<file path="config.mk">
export PLATFORM = sky130hd
export DESIGN_NAME = mem_align
export DESIGN_NICKNAME = d
export VERILOG_FILES = /design/src/rtl/mem_access_pkg.sv /design/src/rtl/mem_access_align.sv
export SDC_FILE = /design/constraint.sdc
export NUM_CORES = 1
export LEC_CHECK = 0
export BUFFER_PORTS_ARGS = -buffer_cell sky130_fd_sc_hd__buf_2
export CORE_MARGIN = 3
export CORE_UTILIZATION = 40
export DETAILED_ROUTE_END_ITERATION = 10
export PLACE_DENSITY = 0.84
export SYNTH_ARGS = -nofsm -noshare
export SYNTH_HDL_FRONTEND = slang
export SYNTH_SLANG_ARGS = --single-unit
</file>
<file path="constraint.sdc">
create_clock -name vclk -period 2.7
set_clock_uncertainty 0.1 [all_clocks]
set_input_delay 0.135 -clock vclk [all_inputs]
set_output_delay 0.135 -clock vclk [all_outputs]
set_load 0.01 [all_outputs]
</file>
<file path="src/rtl/mem_access_pkg.sv">
`default_nettype none
// ============================================================================
// Module  : mem_access_pkg
// Purpose : Shared types, constants and helper functions for the data-bus
//           access controller: dbus request/response structs, access size
//           encoding, exception record, controller state encoding, and the
//           byte-lane / load-extension arithmetic used by mem_align.
// Revision: 1.0 - initial release
// ============================================================================
package mem_access_pkg;

    // Access size: number of bytes is 1 << size.
    typedef enum logic [2:0] {
        MSIZE1 = 3'd0,
        MSIZE2 = 3'd1,
        MSIZE4 = 3'd2,
        MSIZE8 = 3'd3
    } msize_t;

    typedef struct packed {
        logic        valid;
        logic [63:0] addr;
        msize_t      size;
        logic [7:0]  strobe;
        logic [63:0] data;
    } dbus_req_t;

    typedef struct packed {
        logic        addr_ok;
        logic        data_ok;
        logic [63:0] data;
    } dbus_resp_t;

    typedef struct packed {
        logic [3:0]  code;
        logic [63:0] tval;
    } exception_t;

    typedef enum logic [1:0] {
        IDLE  = 2'd0,
        REQ   = 2'd1,
        DONE  = 2'd2,
        DRAIN = 2'd3
    } mem_state_t;

    localparam logic [3:0] EXC_LOAD_MISALIGNED  = 4'd4;
    localparam logic [3:0] EXC_STORE_MISALIGNED = 4'd6;

    // Low address bits that must be zero for a naturally aligned access.
    function automatic logic [2:0] align_mask(msize_t size);
        logic [2:0] mask;
        case (size)
            MSIZE1:  mask = 3'b000;
            MSIZE2:  mask = 3'b001;
            MSIZE4:  mask = 3'b011;
            default: mask = 3'b111;
        endcase
        return mask;
    endfunction

    function automatic logic is_misaligned(logic [2:0] sh, msize_t size);
        return |(sh & align_mask(size));
    endfunction

    // Byte-lane enables for an access of 'size' starting at byte lane 'sh'.
    function automatic logic [7:0] gen_strobe(msize_t size, logic [2:0] sh);
        logic [7:0] base;
        case (size)
            MSIZE1:  base = 8'h01;
            MSIZE2:  base = 8'h03;
            MSIZE4:  base = 8'h0F;
            default: base = 8'hFF;
        endcase
        return base << sh;
    endfunction

    // Move right-justified store data onto its byte lanes.
    function automatic logic [63:0] store_shift(logic [63:0] wdata, logic [2:0] sh);
        return wdata << {sh, 3'b000};
    endfunction

    // Bring the addressed bytes down to bit 0, then zero/sign extend.
    // Double-word loads have nothing to extend, so is_unsigned is moot there.
    function automatic logic [63:0] load_extend(logic [63:0] raw, msize_t size,
                                                logic [2:0] sh, logic is_unsigned);
        logic [63:0] s;
        logic [63:0] res;
        s = raw >> {sh, 3'b000};
        case (size)
            MSIZE1:  res = is_unsigned ? {56'd0, s[7:0]}  : {{56{s[7]}},  s[7:0]};
            MSIZE2:  res = is_unsigned ? {48'd0, s[15:0]} : {{48{s[15]}}, s[15:0]};
            MSIZE4:  res = is_unsigned ? {32'd0, s[31:0]} : {{32{s[31]}}, s[31:0]};
            default: res = s;
        endcase
        return res;
    endfunction

endpackage
`default_nettype wire

</file>
<file path="src/rtl/mem_access_align.sv">
`default_nettype none
// ============================================================================
// Module  : mem_align
// Purpose : Purely combinational lane steering for the access controller.
//           Store path: byte strobe and lane-shifted write data.
//           Load path : extract addressed bytes from the response and extend.
// Ports   : i_st_sh, i_st_size, i_st_wdata -> o_st_strobe, o_st_data
//           i_ld_sh, i_ld_size, i_ld_unsigned, i_ld_raw -> o_ld_data
// Revision: 1.0 - initial release
// ============================================================================
module mem_align
    import mem_access_pkg::*;
(
    input  logic [2:0]  i_st_sh,
    input  msize_t      i_st_size,
    input  logic [63:0] i_st_wdata,
    output logic [7:0]  o_st_strobe,
    output logic [63:0] o_st_data,

    input  logic [2:0]  i_ld_sh,
    input  msize_t      i_ld_size,
    input  logic        i_ld_unsigned,
    input  logic [63:0] i_ld_raw,
    output logic [63:0] o_ld_data
);

    assign o_st_strobe = gen_strobe(i_st_size, i_st_sh);
    assign o_st_data   = store_shift(i_st_wdata, i_st_sh);
    assign o_ld_data   = load_extend(i_ld_raw, i_ld_size, i_ld_sh, i_ld_unsigned);

endmodule
`default_nettype wire

</file>
* After elaboration in Yosys (flattened, before gate mapping)
Cells that the tools add are included.
** Word-level totals
- Input bits :: 141
- Word-level logic and storage cells :: 14
- Register bits :: 0
** Operators by class
- Shifts and indexed selects :: 3
- Reductions and logical operators :: 2
- Eq/ne operators :: 4
- Mux-type cells :: 5
** Operators by type and width (number)
- 64-bit two-way mux :: 3
- 64-bit case mux with 3 select lines :: 1
- 64-bit by 6-bit left shift with 64-bit output :: 1
- 64-bit by 6-bit >> shifter with 64-bit output :: 1
- 8-bit case mux with 3 select lines :: 1
- 8-bit by 3-bit left shift with 8-bit output :: 1
- 3-bit by 1-bit == test with 1-bit output, second input constant :: 2
- 3-bit by 2-bit == test with 1-bit output, second input constant :: 2
- 3-bit zero test :: 2

* Depth between registers and ports, before layout
- Word-level depth :: 3
- Gate-level depth with buffers :: 8
- Gate-level depth less buffers :: 4

* Worst setup path after synthesis
No wires, ideal clock.
- Path kind :: input to output
- From :: input i_ld_sh[1]
- To :: output o_ld_data[12]
- Buffers on the path :: 3
- Stages on the path :: 7
- Setup slack :: 1.158 ns
- Data required time :: 2.465 ns
- Arrival :: 1.307 ns
- Cells stage by stage :: buf_4 > buf_4 > nor2b_1 > clkbuf_1 > o2bb2ai_1 > mux2i_1 > o21ai_0
** On the way
- Cells in the longest elaborated chain, start to end :: 3
- Elaborated cells between the ends (all ways) :: 5
- Classes of those cells :: 1 x shift; 4 x mux
** Ends and longest elaborated chain
- start, declared :: line mem_access_align.sv:20 : input logic [2:0] i_ld_sh,
- 64-bit by 6-bit >> shifter with 64-bit output (*) :: line mem_access_pkg.sv:88 : s = raw >> {sh, 3'b000};
- 64-bit two-way mux (on tied branches) :: line mem_access_pkg.sv:92, mem_access_pkg.sv:90, mem_access_pkg.sv:91
- 64-bit case mux with 3 select lines (*) :: line mem_access_pkg.sv:89 : case (size)
- end, declared :: line mem_access_align.sv:24 : output logic [63:0] o_ld_data
Every way passes the cells marked *; elsewhere a longest branch is shown, timed or not.

* Worst setup path in the final report
- From :: input i_ld_sh[0]
- To :: output o_ld_data[18]
The elaborated chain is that of the path after synthesis.

==> flow_summary.toml <==
[placement]
place_inst = 956
port_buffers = 277
hpwl_um = 14100
gp_congestion = 0.916

[timing]
fin_setup_tns_ns = 0
slew_headroom = 0.252
maxSlewViolCount = 0
fin_crit_sh = 0.873
hold_viol = 0
setup_viol = 0
worstMarginPinSlew_ns = 1.12
period_needed_ns = 2.36
max_freq_mhz = 424
grt_setup_unrepaired = "false"

[yosys]
ys_types = 45
yosysSeqAreaShare = 0
netlist_instances = 593
synth_nets = 734
synth_area_mm2 = 0.00433
ys_warn_count = 0
avgSynthCellArea_um2 = 7.30

[floorplan]
die_w_um = 110
core_area_mm2 = 0.0104
die_area_mm2 = 0.0121
initial_core_util = 0.416
rows = 37
die_h_um = 110
ios = 277

[final_layout]
finalNetCount = 963
nClkBuffers = 0
insertedDiodeCount = 0
final_cell_mix = "276 x buf_2, 116 x mux2i_1, 61 x nor2_1, 61 x nand2_1, 38 x a21oi_1"
seq_cell_count = 0
syn_to_final_growth_pct = 31.9
layout-drive-gt1-share = 0.443
instances_no_fill = 956
seqCellArea_um2 = 0
final_common_cell = "buf_2"

[worst_setup_path]
setup.worst_path.start = "i_ld_sh[0]"
critPathCaptureType = "output port"
arrival_ns = 2.12
cp_max_fo = 42
critPathKind = "in2out"
crit_required_ns = 2.47
start_kind = "input port"

[hold_path]
worstHoldStart = "i_st_wdata[3]"
holdPathStages = 3
hold_end = "o_st_data[3]"
hold_class = "in2out"

[run]
drv_cap = 0

[clock_network]
cts_hold_buffers = 0
cts_resized = 0
post_cts_buffers = 0

[global_routing]
grt-ovfl-total = 0
grt_pass1_wl_um = 26200
antenna_found_initial = 0
grt_pass1_vias = 5313
grt_max_degree = 53
track_usage = 0.265

[routing]
routed_wl_um = 17600
vias = 5779
routedWlPerCell_um = 18.4
drtAntennaViolNets = 0
vias_per_cell = 6.04
drc = 0
first_pass_iters = 5
first_iter_violations = 540

[run_status]
status = "completed"

[power]
p_per_area_mw_per_mm2 = 202
leakage_nw = 3.02
max-vdd-ir-drop_mv = 0.145
[layout make-up]
type	instances	area (um^2)
fill	999	4710
multi-input combinational	521	3940
inverter	2	7.51
tap	136	170
timing repair buffer	297	1590
[critical path: stages]
cell and delay [ns]:
buf_2 0.33, mux2i_1 0.23, and3_1 0.24, nand4bb_2 0.54
buf_12 0.35, o211ai_1 0.11, buf_2 0.16
[per-stage QoR]
stage / setup WS (ns) / hold WS, ns / utilization / cell area, um^2 / power, mW
floorplan: 1.16 / 0.277 / - / 4330 / 0.696
global placement: 0.487 / 0.503 / 0.548 / 5710 / 1.12
detailed placement: 0.428 / 0.512 / 0.548 / 5710 / 1.14
CTS: 0.415 / 0.512 / 0.548 / 5710 / 1.14
global route: 0.261 / 0.541 / 0.548 / 5710 / 1.25
finish: 0.343 / 0.507 / 0.548 / 5710 / 1.15
[worst max path at each step]
stage,endpoint
after floorplan,o_ld_data[12]
after global placement,o_ld_data[18]
after detailed placement,o_ld_data[18]
after CTS,o_ld_data[18]
after global routing,o_ld_data[17]
final,o_ld_data[18]
[where the power goes]
part	internal [mW]	switching (mW)
Combinational	0.516	0.636
Clock	0	0
Sequential	0	0
[cell usage after synthesis, types with 5 or more instances]
cell,n,area share
and2_1,8,0.012
mux4_2,21,0.11
a211oi_1,5,0.0087
buf_4,9,0.016
o22ai_1,18,0.026
o211ai_1,11,0.019
nand2b_1,7,0.010
a21oi_1,38,0.044
buf_6,9,0.023
o2bb2ai_1,12,0.024
mux2i_1,116,0.27
buf_2,23,0.027
nand4_1,32,0.046
nand2_1,61,0.053
mux2_2,33,0.086
nor2_1,61,0.053
o21ai_0,37,0.043
clkbuf_1,26,0.023
o211ai_2,5,0.014
nor2b_1,15,0.022
[logic make-up after synthesis]
| logic type | count (synthesis) | synth area share |
|---|---|---|
| simple gates | 208 | 0.233 |
| mux | 170 | 0.463 |
| compound gates | 143 | 0.211 |
| buf+inv | 72 | 0.0925 |
[metal layers]
metal  GRT usage  part of all wire
met3      0.0402             0.099
met2       0.471              0.49
met1       0.311              0.36
met5           0                 0
met4       0.122             0.052
Power figures use the tool's default switching activity.
